--- src/rtl/memory_arbiter_pkg.sv ---
// Shared definitions for the two-requester memory arbiter: FSM state
// encoding, default bus widths and the width of the read-wait counter.
package memory_arbiter_pkg;

    localparam int ADDR_WIDTH_DEF   = 10;
    localparam int DATA_WIDTH_DEF   = 16;
    localparam int WAIT_COUNT_WIDTH = 3;

    typedef enum logic [1:0] {
        IDLE    = 2'd0,
        ACCESS  = 2'd1,
        WAIT    = 2'd2,
        RESPOND = 2'd3
    } state_t;

endpackage

--- src/rtl/memory_arbiter_rr_select.sv ---
// rr_select_2: combinational two-way round-robin pick.
//   req_0, req_1  : request lines
//   last_grant    : index granted most recently
//   grant_valid   : at least one request present
//   grant_index   : winning requester
module rr_select_2 (
    input  logic req_0,
    input  logic req_1,
    input  logic last_grant,
    output logic grant_valid,
    output logic grant_index
);

    always_comb begin
        grant_valid = req_0 | req_1;
        // On a tie the requester that did not win last time goes first.
        grant_index = (req_0 & req_1) ? ~last_grant : req_1;
    end

endmodule

--- src/rtl/memory_arbiter.sv ---
// memory_arbiter: shares one single-port synchronous-read memory between
// two req/ack requesters. One access per grant, all outputs registered.
//   clock, reset_n                      : clock, async active-low reset
//   req_x/write_x/address_x/data_x      : requester x command (x = 0, 1)
//   ack_x                               : one-cycle completion pulse
//   read_data                           : data of the last completed read
//   busy                                : FSM not in IDLE
//   mem_enable/mem_write/mem_address/
//   mem_data_in/mem_data_out            : memory port
//
// state   | meaning
// IDLE    | sample requests, grant and latch command
// ACCESS  | memory enabled for exactly one cycle
// WAIT    | read in flight, counting down READ_LATENCY
// RESPOND | ack to winner, record last grant
module memory_arbiter
    import memory_arbiter_pkg::*;
#(
    parameter int ADDR_WIDTH   = ADDR_WIDTH_DEF,
    parameter int DATA_WIDTH   = DATA_WIDTH_DEF,
    parameter int READ_LATENCY = 1
) (
    input  logic                  clock,
    input  logic                  reset_n,
    input  logic                  req_0,
    input  logic                  write_0,
    input  logic [ADDR_WIDTH-1:0] address_0,
    input  logic [DATA_WIDTH-1:0] data_0,
    output logic                  ack_0,
    input  logic                  req_1,
    input  logic                  write_1,
    input  logic [ADDR_WIDTH-1:0] address_1,
    input  logic [DATA_WIDTH-1:0] data_1,
    output logic                  ack_1,
    output logic [DATA_WIDTH-1:0] read_data,
    output logic                  busy,
    output logic                  mem_enable,
    output logic                  mem_write,
    output logic [ADDR_WIDTH-1:0] mem_address,
    output logic [DATA_WIDTH-1:0] mem_data_in,
    input  logic [DATA_WIDTH-1:0] mem_data_out
);

    state_t                      state_q, state_d;
    logic                        winner_q, winner_d;
    logic                        cmd_write_q, cmd_write_d;
    logic                        last_grant_q, last_grant_d;
    logic [WAIT_COUNT_WIDTH-1:0] wait_cnt_q, wait_cnt_d;
    logic                        ack_0_q, ack_0_d;
    logic                        ack_1_q, ack_1_d;
    logic [DATA_WIDTH-1:0]       read_data_q, read_data_d;
    logic                        busy_q, busy_d;
    logic                        mem_enable_q, mem_enable_d;
    logic                        mem_write_q, mem_write_d;
    logic [ADDR_WIDTH-1:0]       mem_address_q, mem_address_d;
    logic [DATA_WIDTH-1:0]       mem_data_in_q, mem_data_in_d;

    logic grant_valid;
    logic grant_index;

    rr_select_2 u_rr_select (
        .req_0       (req_0),
        .req_1       (req_1),
        .last_grant  (last_grant_q),
        .grant_valid (grant_valid),
        .grant_index (grant_index)
    );

    // mem_address/mem_data_in double as the command address/data registers:
    // they are loaded on the grant edge and held until the next grant.
    always_comb begin
        state_d       = state_q;
        winner_d      = winner_q;
        cmd_write_d   = cmd_write_q;
        last_grant_d  = last_grant_q;
        wait_cnt_d    = wait_cnt_q;
        read_data_d   = read_data_q;
        mem_address_d = mem_address_q;
        mem_data_in_d = mem_data_in_q;
        ack_0_d       = 1'b0;
        ack_1_d       = 1'b0;
        mem_enable_d  = 1'b0;
        mem_write_d   = 1'b0;

        unique case (state_q)
            IDLE: begin
                if (grant_valid) begin
                    winner_d      = grant_index;
                    cmd_write_d   = grant_index ? write_1 : write_0;
                    mem_address_d = grant_index ? address_1 : address_0;
                    mem_data_in_d = grant_index ? data_1 : data_0;
                    // Outputs are registered, so the enable for ACCESS is set here.
                    mem_enable_d  = 1'b1;
                    mem_write_d   = grant_index ? write_1 : write_0;
                    state_d       = ACCESS;
                end
            end
            ACCESS: begin
                if (cmd_write_q) begin
                    ack_0_d = ~winner_q;
                    ack_1_d = winner_q;
                    state_d = RESPOND;
                end else begin
                    wait_cnt_d = WAIT_COUNT_WIDTH'(READ_LATENCY);
                    state_d    = WAIT;
                end
            end
            WAIT: begin
                if (wait_cnt_q == WAIT_COUNT_WIDTH'(1)) begin
                    read_data_d = mem_data_out;
                    ack_0_d     = ~winner_q;
                    ack_1_d     = winner_q;
                    state_d     = RESPOND;
                end else begin
                    wait_cnt_d = wait_cnt_q - WAIT_COUNT_WIDTH'(1);
                end
            end
            RESPOND: begin
                last_grant_d = winner_q;
                state_d      = IDLE;
            end
            default: state_d = IDLE;
        endcase

        busy_d = (state_d != IDLE);
    end

    always_ff @(posedge clock or negedge reset_n) begin
        if (!reset_n) begin
            state_q       <= IDLE;
            winner_q      <= 1'b0;
            cmd_write_q   <= 1'b0;
            last_grant_q  <= 1'b1;
            wait_cnt_q    <= '0;
            ack_0_q       <= 1'b0;
            ack_1_q       <= 1'b0;
            read_data_q   <= '0;
            busy_q        <= 1'b0;
            mem_enable_q  <= 1'b0;
            mem_write_q   <= 1'b0;
            mem_address_q <= '0;
            mem_data_in_q <= '0;
        end else begin
            state_q       <= state_d;
            winner_q      <= winner_d;
            cmd_write_q   <= cmd_write_d;
            last_grant_q  <= last_grant_d;
            wait_cnt_q    <= wait_cnt_d;
            ack_0_q       <= ack_0_d;
            ack_1_q       <= ack_1_d;
            read_data_q   <= read_data_d;
            busy_q        <= busy_d;
            mem_enable_q  <= mem_enable_d;
            mem_write_q   <= mem_write_d;
            mem_address_q <= mem_address_d;
            mem_data_in_q <= mem_data_in_d;
        end
    end

    assign ack_0       = ack_0_q;
    assign ack_1       = ack_1_q;
    assign read_data   = read_data_q;
    assign busy        = busy_q;
    assign mem_enable  = mem_enable_q;
    assign mem_write   = mem_write_q;
    assign mem_address = mem_address_q;
    assign mem_data_in = mem_data_in_q;

endmodule

--- config.mk ---
export PLATFORM = sky130hd
export DESIGN_NAME = memory_arbiter
export DESIGN_NICKNAME = d
export VERILOG_FILES = /design/src/rtl/memory_arbiter_pkg.sv /design/src/rtl/memory_arbiter_rr_select.sv /design/src/rtl/memory_arbiter.sv
export SDC_FILE = /design/constraint.sdc
export NUM_CORES = 1
export LEC_CHECK = 0
export ABC_AREA = 1
export CORE_MARGIN = 2
export CORE_UTILIZATION = 45
export CTS_BUF_LIST = sky130_fd_sc_hd__clkbuf_4 sky130_fd_sc_hd__clkbuf_8
export CTS_CLUSTER_SIZE = 25
export DETAILED_ROUTE_END_ITERATION = 12
export DONT_BUFFER_PORTS = 1
export PLACE_DENSITY = 0.7
export SKIP_CTS_REPAIR_TIMING = 1
export SLEW_MARGIN = 25
export SYNTH_ARGS = -nofsm -noshare
export SYNTH_HDL_FRONTEND = slang
export SYNTH_HIERARCHICAL = 1
export SYNTH_SLANG_ARGS = --single-unit
--- constraint.sdc ---
create_clock -name clock -period 1.2 [get_ports clock]
set_input_delay 0.06 -clock clock [delete_from_list [all_inputs] [get_ports clock]]
set_output_delay 0.06 -clock clock [all_outputs]
set_load 0.1 [all_outputs]
==> results.py <==
metrics = {
    "status": {
        "status": "complete, but fails checks",
        "violations": "hold timing, setup timing",
    },
    "sta": {
        "relSlewSlack_pct": 80.2,
        "whs_ps": -556,
        "slew_viol_final": 0,
        "rsz0062_at_grt": "yes",
        "hold_violations": 55,
        "fmax_mhz": 784,
        "tightest_slew_ps": 300,
        "finalCritPeriodShare_pct": 106,
        "setup_ws_ps": -75.4,
        "layout_min_cycle_time_ps": 1280,
        "setup_viol": 47,
        "skew_ps": 4.98,
    },
    "drt": {
        "drtIter0Drc": 128,
        "viasPerCell": 4.99,
        "firstDrtPassIters": 4,
        "wirelength_mm": 7.13,
        "detail-route-antenna-nets": 0,
        "drc": 0,
        "wl_per_cell_um": 14.9,
        "via_count": 2386,
    },
    "grt": {
        "grt_max_degree": 56,
        "grt_pass1_wl_mm": 8.81,
        "track_usage_pct": 17.7,
        "overflow": 0,
        "first_global_vias": 1939,
        "antenna_found_initial": 0,
    },
    "layout": {
        "seqCellArea_um2": 1390,
        "final_cell_mix": "dlygate4sd3_1, buf_4, nand2_1",
        "fin_nets": 485,
        "post-route-util_pct": 72.5,
        "multi_input_area_um2": 1100,
        "final_common_cell": "dlygate4sd3_1",
        "n_fill_cell": 386,
        "drive_above_1_share_pct": 37.2,
        "final_cell_count_no_fill": 478,
        "n_antenna_cell": 0,
        "area_growth_pct": 53.6,
    },
    "logic_synthesis": {
        "synthMuxAreaShare_pct": 0,
        "synth_fa_ha_area_share_pct": 2.84,
        "synth_top_family_by_area": "compound AO/OA/AOI/OAI gates",
        "synth_compound_area_share_pct": 21.2,
        "synth_area_leader_cell": "dfrtp_1",
        "synth_top_area_share_pct": 51.1,
        "yosys.area_share.simple_pct": 14.1,
        "syn-num-nets": 357,
        "yosys-top-cells-area": "dfrtp_1, a21oi_2, nand2_1, o21ai_2, a21oi_1",
        "yosysWarnings": 6,
        "yosysUniqueCellTypes": 21,
        "syn_avg_cell_area_um2": 9.55,
        "synth_xor_area_share_pct": 0,
        "netlist_area_um2": 2650,
        "ys_seq_area_share_pct": 52.1,
        "ys_ff_latch": 55,
        "syn-instance-count": 277,
    },
    "clocking": {
        "htreeDepth": 2,
        "cts_inserted_buffers": 5,
        "clock_latency_ps": 300,
        "cts_tree": "built",
        "cts_buffer_depth": 2,
        "cts-root-buf": "clkbuf_8",
        "clk_pin_slew_ps": 90,
        "cts_sinks": 55,
    },
    "floorplan": {
        "start_util_pct": 47.2,
        "fp.dieArea_um2": 6510,
        "core-area_um2": 5610,
        "floorplan.rows": 27,
        "die_h_um": 80.7,
        "dieWidth_um": 80.7,
        "num_io_pins": 121,
    },
    "critical_path": {
        "start_kind": "flip-flop",
        "cp_max_fo": 25,
        "slowest_delay_ps": 420,
        "cp_cell_sequence": "buf_4 -> ha_4 -> nand3_4 -> buf_12 -> nand2_1 -> o21ai_2",
        "crit_type": "reg2reg",
        "endpoint_kind": "flip-flop",
        "cp.required_ps": 1430,
        "crit_slowest_cell": "dfrtp_1",
        "worstPathArrival_ps": 1500,
    },
    "place": {
        "dp.cells": 397,
        "port_buffers": 0,
        "dp_hpwl_mm": 4.16,
        "place.gp.congestion": 0.784,
    },
    "job": {
        "cap_violations": 0,
    },
    "worst_hold_path": {
        "hold_path_class": "in2async",
    },
}
-- per-layer routing --
metal  wire (um)  track usage [%]  up-vias
li1            -                -     1134
met5           0                0        -
met1        2820             21.0     1134
met4         198             7.29        0
met2        3540             29.4      100
met3         577             6.07       18
-- cells by family (layout without fill, tap and decap cells) --
| kind of cell | after synthesis | count (layout) |
|---|---|---|
| AOI/OAI and AO/OA | 78 | 78 |
| adders and majority gates | 6 | 6 |
| buffers and inverters | 45 | 174 |
| DFF | 55 | 55 |
| and+or+nand+nor | 93 | 93 |
-- final timing paths --
path	to	slack, ps	start	depth (start not counted)
max	read_data[8]	-80	state_q[1]	6
min	read_data[1]	-560	reset_n	0
max reg2reg	read_data[8]	-80	state_q[1]	6
min reg2reg	ack_0	480	winner_q	1
max in group asynchronous	last_grant_q	1570	reset_n	0
min in group clock	mem_write	70	req_0	4
-- area by class of cell --
cell class | instances | share of cell area (%)
sequential | 55 | 34.1
clock buffer | 7 | 2.06
tap | 72 | 2.22
clock inverter | 1 | 0.123
timing repair buffer | 135 | 31.1
multi-input combinational | 177 | 27.2
inverter | 31 | 3.17
-- flip-flops by register name (all words and copies together), names as in the netlist --
signal,count
mem_address,10
mem_data_in,16
mem_write,1
state_q,2
busy,1
cmd_write_q,1
mem_enable,1
ack_1,1
last_grant_q,1
read_data,16
winner_q,1
wait_cnt_q,3
ack_0,1
-- critical path: cells and delay by family, from the launching register on --
family	cells	cell delay, ps
buffers and inverters	2	340
adder cells (fa/ha/maj)	1	180
AND/OR/NAND/NOR	2	200
flip-flops	1	420
AO/OA/AOI/OAI	1	60
-- Yosys cell counts (all sizes together) --
cell and instances:
inv 30, o22ai 1, ha 6, or2 1, dfstp 1, nand3 5, clkinv 1, buf 14
dfrtp 54, nand2 55, o21ai 22, a21oi 55, nor2 32
-- metrics by stage --
stage | worst slack [ps] | setup TNS [ps] | cell area [um^2]
global placement | -44.0 | -731 | 3150
global route | -131 | -4800 | 4060
finish | -75.4 | -1970 | 4060
floorplan | -46.2 | -738 | 2680
detailed placement | -107 | -2440 | 3150
CTS | -137 | -3400 | 3240
Power is not shown: default switching activity piles up to over one toggle a cycle in this logic, so the estimate is an artifact.
